===== src/rtl/psram_fb_scheduler.sv =====
// Burst scheduler for a double-buffered camera-to-VGA PSRAM frame store.
// Arbitrates camera writes against VGA reads and swaps buffers on completed frames.
module psram_fb_scheduler #(
    parameter int                ADDR_W         = 23,
    parameter int                BURST_LEN      = 128,
    parameter int                FRAME_WORDS    = 307200,
    parameter logic [ADDR_W-1:0] BUF0_BASE      = 23'h000000,
    parameter logic [ADDR_W-1:0] BUF1_BASE      = 23'h080000,
    parameter logic [ADDR_W-1:0] SCRATCH_BASE   = 23'h100000,
    parameter int                PREFILL_BURSTS = 4
) (
    input  logic              clk_i,
    input  logic              rst_i,
    input  logic              cam_req,
    input  logic              vga_req,
    input  logic              cam_frame_start,
    input  logic              vga_frame_start,
    input  logic              brst_Done,
    output logic              brst_Go,
    output logic              brst_Wr,
    output logic [ADDR_W-1:0] brst_Addr,
    output logic              vga_rst,
    output logic              disp_buf,
    output logic              swap,
    output logic              frame_drop
);

    localparam logic [ADDR_W-1:0] BURST_W = ADDR_W'(BURST_LEN);
    localparam logic [ADDR_W-1:0] FRAME_W = ADDR_W'(FRAME_WORDS);
    localparam int                PF_W    = $clog2(PREFILL_BURSTS + 1) + 1;
    localparam logic [PF_W-1:0]   PF_LAST = PF_W'(PREFILL_BURSTS - 1);

    typedef enum logic [1:0] {S_IDLE, S_ISSUE, S_WAIT, S_POST} state_t;

    state_t            state;
    logic [ADDR_W-1:0] wr_ptr;
    logic [ADDR_W-1:0] rd_ptr;
    logic              pending;
    logic              prio_cam;
    logic              cur_drop;
    logic              cam_hold;
    logic              vga_hold;
    logic [PF_W-1:0]   prefill_cnt;

    logic              done_now;
    logic [ADDR_W-1:0] base_wr;
    logic [ADDR_W-1:0] base_rd;
    logic              base_pending;
    logic              ev_cam;
    logic              ev_vga;
    logic [ADDR_W-1:0] new_wr;
    logic [ADDR_W-1:0] new_rd;
    logic              new_pending;
    logic              do_swap;
    logic              new_disp;
    logic              sel_vga;
    logic              sel_cam;
    logic              cam_full;
    logic [ADDR_W-1:0] wr_addr;
    logic [ADDR_W-1:0] rd_addr;

    // Pointer advance of a completing burst comes first, then the frame events
    // (camera before VGA), so a frame-start reset wins over the increment.
    always_comb begin
        done_now     = (state == S_WAIT) && brst_Done;
        base_wr      = wr_ptr;
        base_rd      = rd_ptr;
        base_pending = pending;
        if (done_now) begin
            if (brst_Wr && !cur_drop) begin
                base_wr = wr_ptr + BURST_W;
                if (base_wr == FRAME_W) begin
                    base_pending = 1'b1;
                end
            end else if (!brst_Wr) begin
                base_rd = (rd_ptr + BURST_W == FRAME_W) ? '0 : rd_ptr + BURST_W;
            end
        end

        ev_cam      = cam_hold | cam_frame_start;
        ev_vga      = vga_hold | vga_frame_start;
        new_wr      = ev_cam ? '0 : base_wr;
        new_pending = ev_cam ? 1'b0 : base_pending;
        do_swap     = ev_vga && new_pending;
        new_pending = new_pending && !do_swap;
        new_disp    = disp_buf ^ do_swap;
        new_rd      = ev_vga ? '0 : base_rd;

        sel_vga  = vga_req && !(prio_cam && cam_req);
        sel_cam  = cam_req && !sel_vga;
        cam_full = (new_wr == FRAME_W);
        wr_addr  = cam_full ? SCRATCH_BASE : ((new_disp ? BUF0_BASE : BUF1_BASE) + new_wr);
        rd_addr  = (new_disp ? BUF1_BASE : BUF0_BASE) + new_rd;
    end

    // Frame events are deferred while a burst is in flight and merged into its completion.
    always_ff @(posedge clk_i) begin
        if (!rst_i) begin
            state       <= S_IDLE;
            brst_Go     <= 1'b0;
            brst_Wr     <= 1'b0;
            brst_Addr   <= '0;
            vga_rst     <= 1'b1;
            disp_buf    <= 1'b1;
            swap        <= 1'b0;
            frame_drop  <= 1'b0;
            wr_ptr      <= '0;
            rd_ptr      <= '0;
            pending     <= 1'b0;
            prio_cam    <= 1'b0;
            cur_drop    <= 1'b0;
            cam_hold    <= 1'b0;
            vga_hold    <= 1'b0;
            prefill_cnt <= '0;
        end else begin
            brst_Go    <= 1'b0;
            swap       <= 1'b0;
            frame_drop <= 1'b0;

            if (state == S_ISSUE || (state == S_WAIT && !brst_Done)) begin
                cam_hold <= ev_cam;
                vga_hold <= ev_vga;
            end else begin
                wr_ptr   <= new_wr;
                rd_ptr   <= new_rd;
                pending  <= new_pending;
                disp_buf <= new_disp;
                swap     <= do_swap;
                cam_hold <= 1'b0;
                vga_hold <= 1'b0;
            end

            case (state)
                S_IDLE: begin
                    if (sel_vga || sel_cam) begin
                        brst_Go    <= 1'b1;
                        brst_Wr    <= sel_cam;
                        brst_Addr  <= sel_cam ? wr_addr : rd_addr;
                        cur_drop   <= sel_cam && cam_full;
                        frame_drop <= sel_cam && cam_full;
                        prio_cam   <= sel_vga;
                        state      <= S_ISSUE;
                    end
                end
                S_ISSUE: state <= S_WAIT;
                S_WAIT: begin
                    if (brst_Done) begin
                        state <= S_POST;
                        if (!brst_Wr && vga_rst) begin
                            if (prefill_cnt == PF_LAST) begin
                                vga_rst <= 1'b0;
                            end
                            prefill_cnt <= prefill_cnt + 1'b1;
                        end
                    end
                end
                S_POST:  state <= S_IDLE;
                default: state <= S_IDLE;
            endcase
        end
    end

endmodule


===== config.mk =====
export PLATFORM = sky130hd
export DESIGN_NAME = psram_fb_scheduler
export DESIGN_NICKNAME = d
export VERILOG_FILES = /design/src/rtl/psram_fb_scheduler.sv
export SDC_FILE = /design/constraint.sdc
export NUM_CORES = 1
export LEC_CHECK = 0
export ABC_AREA = 1
export BUFFER_PORTS_ARGS = -buffer_cell sky130_fd_sc_hd__buf_2
export CAP_MARGIN = 25
export CORE_ASPECT_RATIO = 1.75
export CORE_MARGIN = 3
export CORE_UTILIZATION = 50
export CTS_BUF_LIST = sky130_fd_sc_hd__clkbuf_4 sky130_fd_sc_hd__clkbuf_8 sky130_fd_sc_hd__clkbuf_16
export DETAILED_ROUTE_END_ITERATION = 12
export GPL_TIMING_DRIVEN = 1
export HOLD_SLACK_MARGIN = 0.1
export PLACE_DENSITY_LB_ADDON = 0.08
export RECOVER_POWER = 100
export SYNTH_ARGS = -nofsm -noshare
export SYNTH_HDL_FRONTEND = slang
export SYNTH_SLANG_ARGS = --single-unit

===== constraint.sdc =====
create_clock -name clk_i -period 2.85 [get_ports clk_i]
set_input_delay 0.285 -clock clk_i [delete_from_list [all_inputs] [get_ports clk_i]]
set_output_delay 0.285 -clock clk_i [all_outputs]
set_load 0.01 [all_outputs]

# Word-level counts from Yosys, hierarchy flattened
# Cells that the tools add are included.
# W data, S select, Z words.
[classes] addsub=5 n_eq_ne=9 muxes=20 bitwise_logic=4 reduce_logical=27
[op_table] cell="$mux W23" n=10
[op_table] cell="$eq A23 B19 Y1 const B" n=3
[op_table] cell="$add A20 B23 Y23" n=2
[op_table] cell="$add A23 B8 Y23 const B" n=2
[op_table] cell="$mux W20" n=2
[op_table] cell="$logic_and A1 B1 Y1" n=10
[op_table] cell="$pmux W2 S4" n=1
[op_table] cell="$reduce_and A2 Y1" n=4
[op_table] cell="$logic_not A1 Y1" n=6
[op_table] cell="$reduce_and A3 Y1" n=2
[op_table] cell="$mux W1" n=5
[op_table] cell="$add A4 B1 Y4 const B" n=1
[op_table] cell="$eq A2 B2 Y1 const B" n=2
[op_table] cell="$eq A4 B2 Y1 const B" n=1
[op_table] cell="$mux W2" n=2
[op_table] cell="$ne A2 B2 Y1 const B" n=2
[op_table] cell="$reduce_and A4 Y1" n=1
[op_table] cell="$eq A2 B1 Y1 const B" n=1
[op_table] cell="$logic_not A2 Y1" n=1
[op_table] cell="$logic_or A1 B1 Y1" n=2
[op_table] cell="$or A1 B1 Y1" n=2
[op_table] cell="$reduce_or A2 Y1" n=1
[op_table] cell="$not A1 Y1" n=1
[op_table] cell="$xor A1 B1 Y1" n=1
[word_totals] regBits=86 output_inout_bits=29 wordCells=81

# Logic depth before layout (Yosys ltp)
[depth] ltp_word=12 depth_mapped=23

# Worst setup path after synthesis
# No wires, ideal clock.
[synth_path] kind="register -> register" from="reg state[0]" to="reg brst_Addr[21]" setup_time_ns=0.112 arrival_ns=2.449 setup_slack_ns=0.289 path_stages_with_launch=22 n_path_buf=1 period_less_slack_ns=2.561 cell_sequence="dfxtp_1 > inv_1 > ha_1 > nand2_1 > nor3_4 > buf_6 > nand2_2 > nor2_1 > nand3_1 > nor2_1 > nand3_1 > nand2_2 > nand4_1 > nand2_1 > inv_1 > ha_1 > ha_1 > xnor2_1 > nand3_1 > nand2_1 > nand2_1 > nand2_1"
[synth_via] elab_chain_len=10
[synth_rtl] element="start, declared" line="35" text="state_t state;"
[synth_rtl] element="start signal, assigned" line="99" text="state <= S_IDLE;"
[synth_rtl] element="start signal, assigned" line="142" text="state <= S_ISSUE;"
[synth_rtl] element="start signal, assigned" line="145" text="S_ISSUE: state <= S_WAIT;"
[synth_rtl] element="$eq A2 B2 Y1 (*)" line="65" text="done_now = (state == S_WAIT) && brst_Done;"
[synth_rtl] element="$logic_and A1 B1 Y1 (*)" line="65"
[synth_rtl] element="$mux W1 (*)" line="69" text="if (done_now) begin"
[synth_rtl] element="$mux W1 (*)" line="83" text="new_pending = ev_cam ? 1'b0 : base_pending;"
[synth_rtl] element="$logic_and A1 B1 Y1 (*)" line="84" text="do_swap = ev_vga && new_pending;"
[synth_rtl] element="$xor A1 B1 Y1 (*)" line="86" text="new_disp = disp_buf ^ do_swap;"
[synth_rtl] element="named net new_disp" line="55" text="logic new_disp;"
[synth_rtl] element="$mux W20" line="92" text="wr_addr = cam_full ? SCRATCH_BASE : ((new_disp ? BUF0_BASE : BUF1_BASE) + new_wr);"
[synth_rtl] element="$add A20 B23 Y23" line="92"
[synth_rtl] element="$mux W23" line="92"
[synth_rtl] element="$mux W23 (*)" line="138" text="brst_Addr <= sel_cam ? wr_addr : rd_addr;"
[synth_rtl] element="end signal, assigned" line="138"
[synth_rtl] element="end, declared" line="21" text="output logic [ADDR_W-1:0] brst_Addr,"
# Mark *: on every way through the listed nets, which the timed path passes. The rest lies on a longest branch.
# A chain may end at the register's enable or synchronous reset.

# Worst setup path after layout
[layout_path] from="reg wr_ptr[7]" to="reg brst_Addr[21]"
[layout_via] elab_chain_len=12
[layout_rtl] element="start, declared" line="36" text="logic [ADDR_W-1:0] wr_ptr;"
[layout_rtl] element="start signal, assigned" line="124" text="wr_ptr <= new_wr;"
[layout_rtl] element="$add A23 B8 Y23 (*)" line="71" text="base_wr = wr_ptr + BURST_W;"
[layout_rtl] element="$eq A23 B19 Y1 (*)" line="72" text="if (base_wr == FRAME_W) begin"
[layout_rtl] element="$mux W1 (*)" line="72"
[layout_rtl] element="$mux W1 (*)" line="70" text="if (brst_Wr && !cur_drop) begin"
[layout_rtl] element="$mux W1 (*)" line="69"
[layout_rtl] element="$mux W1 (*)" line="83"
[layout_rtl] element="$logic_and A1 B1 Y1 (*)" line="84"
[layout_rtl] element="$xor A1 B1 Y1 (*)" line="86"
[layout_rtl] element="named net new_disp" line="55"
[layout_rtl] element="$mux W20" line="92"
[layout_rtl] element="$add A20 B23 Y23" line="92"
[layout_rtl] element="$mux W23" line="92"
[layout_rtl] element="$mux W23 (*)" line="138"
# Marked as above.

==> qor.yml <==
status: "complete, no violations"
synth-seq-area-share_pct: 35.0
preCtsSetupSlack_ns: 0.0792
rrSetupSlack_ns: 0.19
overflow: 0
synthTopCellsByArea: "dfxtp_1 (35%), nand2_1 (15%), inv_1 (7.7%)"
dr.pass1.iters: 5
die-area_um2: 11100
grt_usage_pct: 27.1
synth_top_area_cell: "dfxtp_1"
cts_max_path_buffers: 2
layout_setup_ws_ns: 0.186
synth_area_um2: 4920
slew_viol_final: 0
clock_latency_ns: 0.35
synth_most_common_cell: "nand2_1"
place.gp.congestion: 0.915
required_ns: 3.14
critical-path-max-stage-delay_ns: 0.37
synthTopCellsByCount: "nand2_1 (196), inv_1 (101), dfxtp_1 (86), nor2_1 (81), nand3_1 (74)"
drt_iter0_drc: 358
yosys.area.top_type_share_pct: 35.0
async_flop_share_pct: 0
p_per_area_nw_per_um2: 649
tns_ns: 0
numPortBuffers: 35
power_leakage_nw: 2.32
grt_pass1_vias: 4744
syn_inst: 757
ys_ff_latch: 86
die_x_um: 81.0
synthDistinctLibCells: 36
crit_top_cell: "nand2_1"
max_freq_ghz: 0.375
numCtsBuffers: 9
num_vias: 5108
initial_utilization_pct: 51.6
path_class: "reg2reg"
drc_errors: 0
worst_path_max_delay_cell: "dfxtp_4"
slew_headroom_pct: 47.1
hpwlAfterDp_um: 10600
cts_tree: "done"
worst_slew_pin_slew_ns: 0.793
n_antenna_cell: 0
min_period_ns: 2.66
finalNetCount: 813
critical_path.max_fanout: 4
rows: 47
fin_worst_skew_ns: 0.00886
timing.final.hold_violations: 0
worstSetupStartpointType: "flip-flop"
die_h_um: 137
drive_above_1_share_pct: 9.88
hold_class: "in2reg"
grt_max_degree: 35
cts.clk_slew.worst_paths_ns: 0.07
clockRootBuffer: "clkbuf_16"
io_pins: 36
wl_per_cell_um: 15.6
grt_pass1_wl_um: 23300
path_cells: "ha_4, nand2_1, nor2_4, buf_4, nand3_1, nand2_1, nor2_1, nand3_1, nor2_1, nand3_1, nand2_2, nand3_1, nand2_1, nand2_2, inv_1, ha_2, ha_1, xnor2_1, nand3_1, nand2_1, nand2_1, nand2_1"
arrival_ns: 2.95
irDropWorstVdd_uv: 565
drtAntennaViolNets: 0
finalSetupViolCount: 0
coreArea_um2: 9530
vias_per_cell: 5.54
synth_fp_nets: 775
grt_antenna_before_repair: 0
h-tree-depth: 3
min_period_over_period_pct: 93.5
worst_setup_path_end_kind: "flip-flop"
routed_wl_um: 14400
clock_sinks: 86
cap_violations: 0
ys_dominant_reg_cell: "dfxtp_1"
synth_edf_count: 0
yosysWarnings: 0
syn2layout_area_growth_pct: 13.2
syn_avg_cell_area_um2: 6.50
n_fill_cell: 1007
==> area by class of cell <==
| class | instances | area [µm²] | area share (%) |
|---|---|---|---|
| repair buffers | 54 | 269 | 4.83 |
| flip-flops and latches | 86 | 1730 | 31.1 |
| multi-input cells | 541 | 2730 | 49.1 |
| inverters | 103 | 387 | 6.95 |
| clock buffers | 9 | 225 | 4.05 |
| well taps | 122 | 153 | 2.74 |
| clock inverters | 7 | 67.6 | 1.21 |
==> worst max-delay path, delay by kind of cell, from the launching register on <==
family / cells / cell delay (ns)
xor gates and xnor gates: 1 / 0.12
adders and majority gates: 3 / 0.52
buffers and inverters: 2 / 0.20
DFF: 1 / 0.37
and+or+nand+nor: 16 / 1.39
==> registers in the layout (all words and copies together), names as in the netlist <==
name and count:
cur_drop 1, vga_hold 1, brst_Go 1, brst_Addr 23, disp_buf 1, pending 1, swap 1, brst_Wr 1
frame_drop 1, rd_ptr 23, vga_rst 1, prio_cam 1, wr_ptr 23, cam_hold 1, state 2, prefill_cnt 4
==> layout by cell type, fill, tap and decap left out, types with 2 or more instances in the layout <==
| cell type | count |
|---|---|
| nor2_4 | 6 |
| a32o_1 | 2 |
| nand3b_1 | 2 |
| inv_8 | 3 |
| clkbuf_16 | 9 |
| o21ai_0 | 35 |
| inv_1 | 101 |
| nand3_1 | 73 |
| inv_2 | 2 |
| clkbuf_1 | 31 |
| nor2_2 | 8 |
| buf_2 | 6 |
| xnor2_1 | 2 |
| nand4_1 | 16 |
| a21oi_1 | 33 |
| clkbuf_2 | 2 |
| dfxtp_1 | 81 |
| o211ai_1 | 13 |
| nor3_1 | 11 |
| nor2_1 | 77 |
| inv_6 | 3 |
| xor2_1 | 7 |
| a22o_1 | 2 |
| o221ai_1 | 2 |
| nand2_1 | 193 |
| dfxtp_2 | 4 |
| o22ai_1 | 21 |
| a31oi_1 | 4 |
| ha_1 | 7 |
| o21ai_2 | 2 |
| buf_4 | 15 |
| ha_2 | 3 |
| o311ai_0 | 4 |
| nand2_2 | 8 |
==> report_power, final <==
part           internal, mW  switching, mW  leakage [nW]
clock                 0.619          0.561         0.143
combinational         0.276          0.714          1.48
sequential             1.35         0.0860         0.701
total                  2.25           1.36          2.32
==> what timing repair did <==
action                     in CTS  in global routing
resized for setup               0                 26
hold endpoints to repair        0                  0
setup buffers                   0                  3
hold buffers                    0                  0
setup endpoints to repair       0                  4
==> layer usage <==
layer | routed length (µm) | global-route usage (%)
met1 | 5980 | 32.9
met5 | 0 | 0
met2 | 7320 | 47.1
met4 | 427 | 10.2
met3 | 682 | 4.52
==> metrics by stage <==
step           utilization, %  instances  hold WS (ns)  instance area, µm²  power (mW)
4_1_cts                  57.9        919         0.303                5520        3.66
6_report                 58.4        922         0.307                5570        3.61
3_3_place_gp             54.9        903         0.438                5230        2.48
5_1_grt                  58.4        922         0.324                5570        3.81
3_5_place_dp             54.9        903         0.451                5230        2.49
2_1_floorplan               -        757         0.429                4920        2.13
==> worst paths after layout <==
kind,cells after the start,endpoint,startpoint
worst min-delay path,3,prio_cam$_SDFFE_PN0P_,vga_req
worst min register to register,2,rd_ptr[0]$_SDFFE_PN0P_,rd_ptr[0]$_SDFFE_PN0P_
worst max register to register,22,brst_Addr[21]$_SDFFE_PN0P_,wr_ptr[7]$_SDFFE_PN0P_
worst max-delay path,22,brst_Addr[21]$_SDFFE_PN0P_,wr_ptr[7]$_SDFFE_PN0P_
==> cell families (layout without fill, tap and decap cells) <==
family | Yosys count | count (layout) | share of synthesized area, %
DFF | 86 | 86 | 35.0
adders and majority gates | 11 | 11 | 2.80
buffers and inverters | 130 | 173 | 10.7
AOI/OAI and AO/OA | 121 | 121 | 14.8
and+or+nand+nor | 400 | 400 | 35.1
xor gates and xnor gates | 9 | 9 | 1.60
No activity file was read; power rests on OpenSTA's default activity.
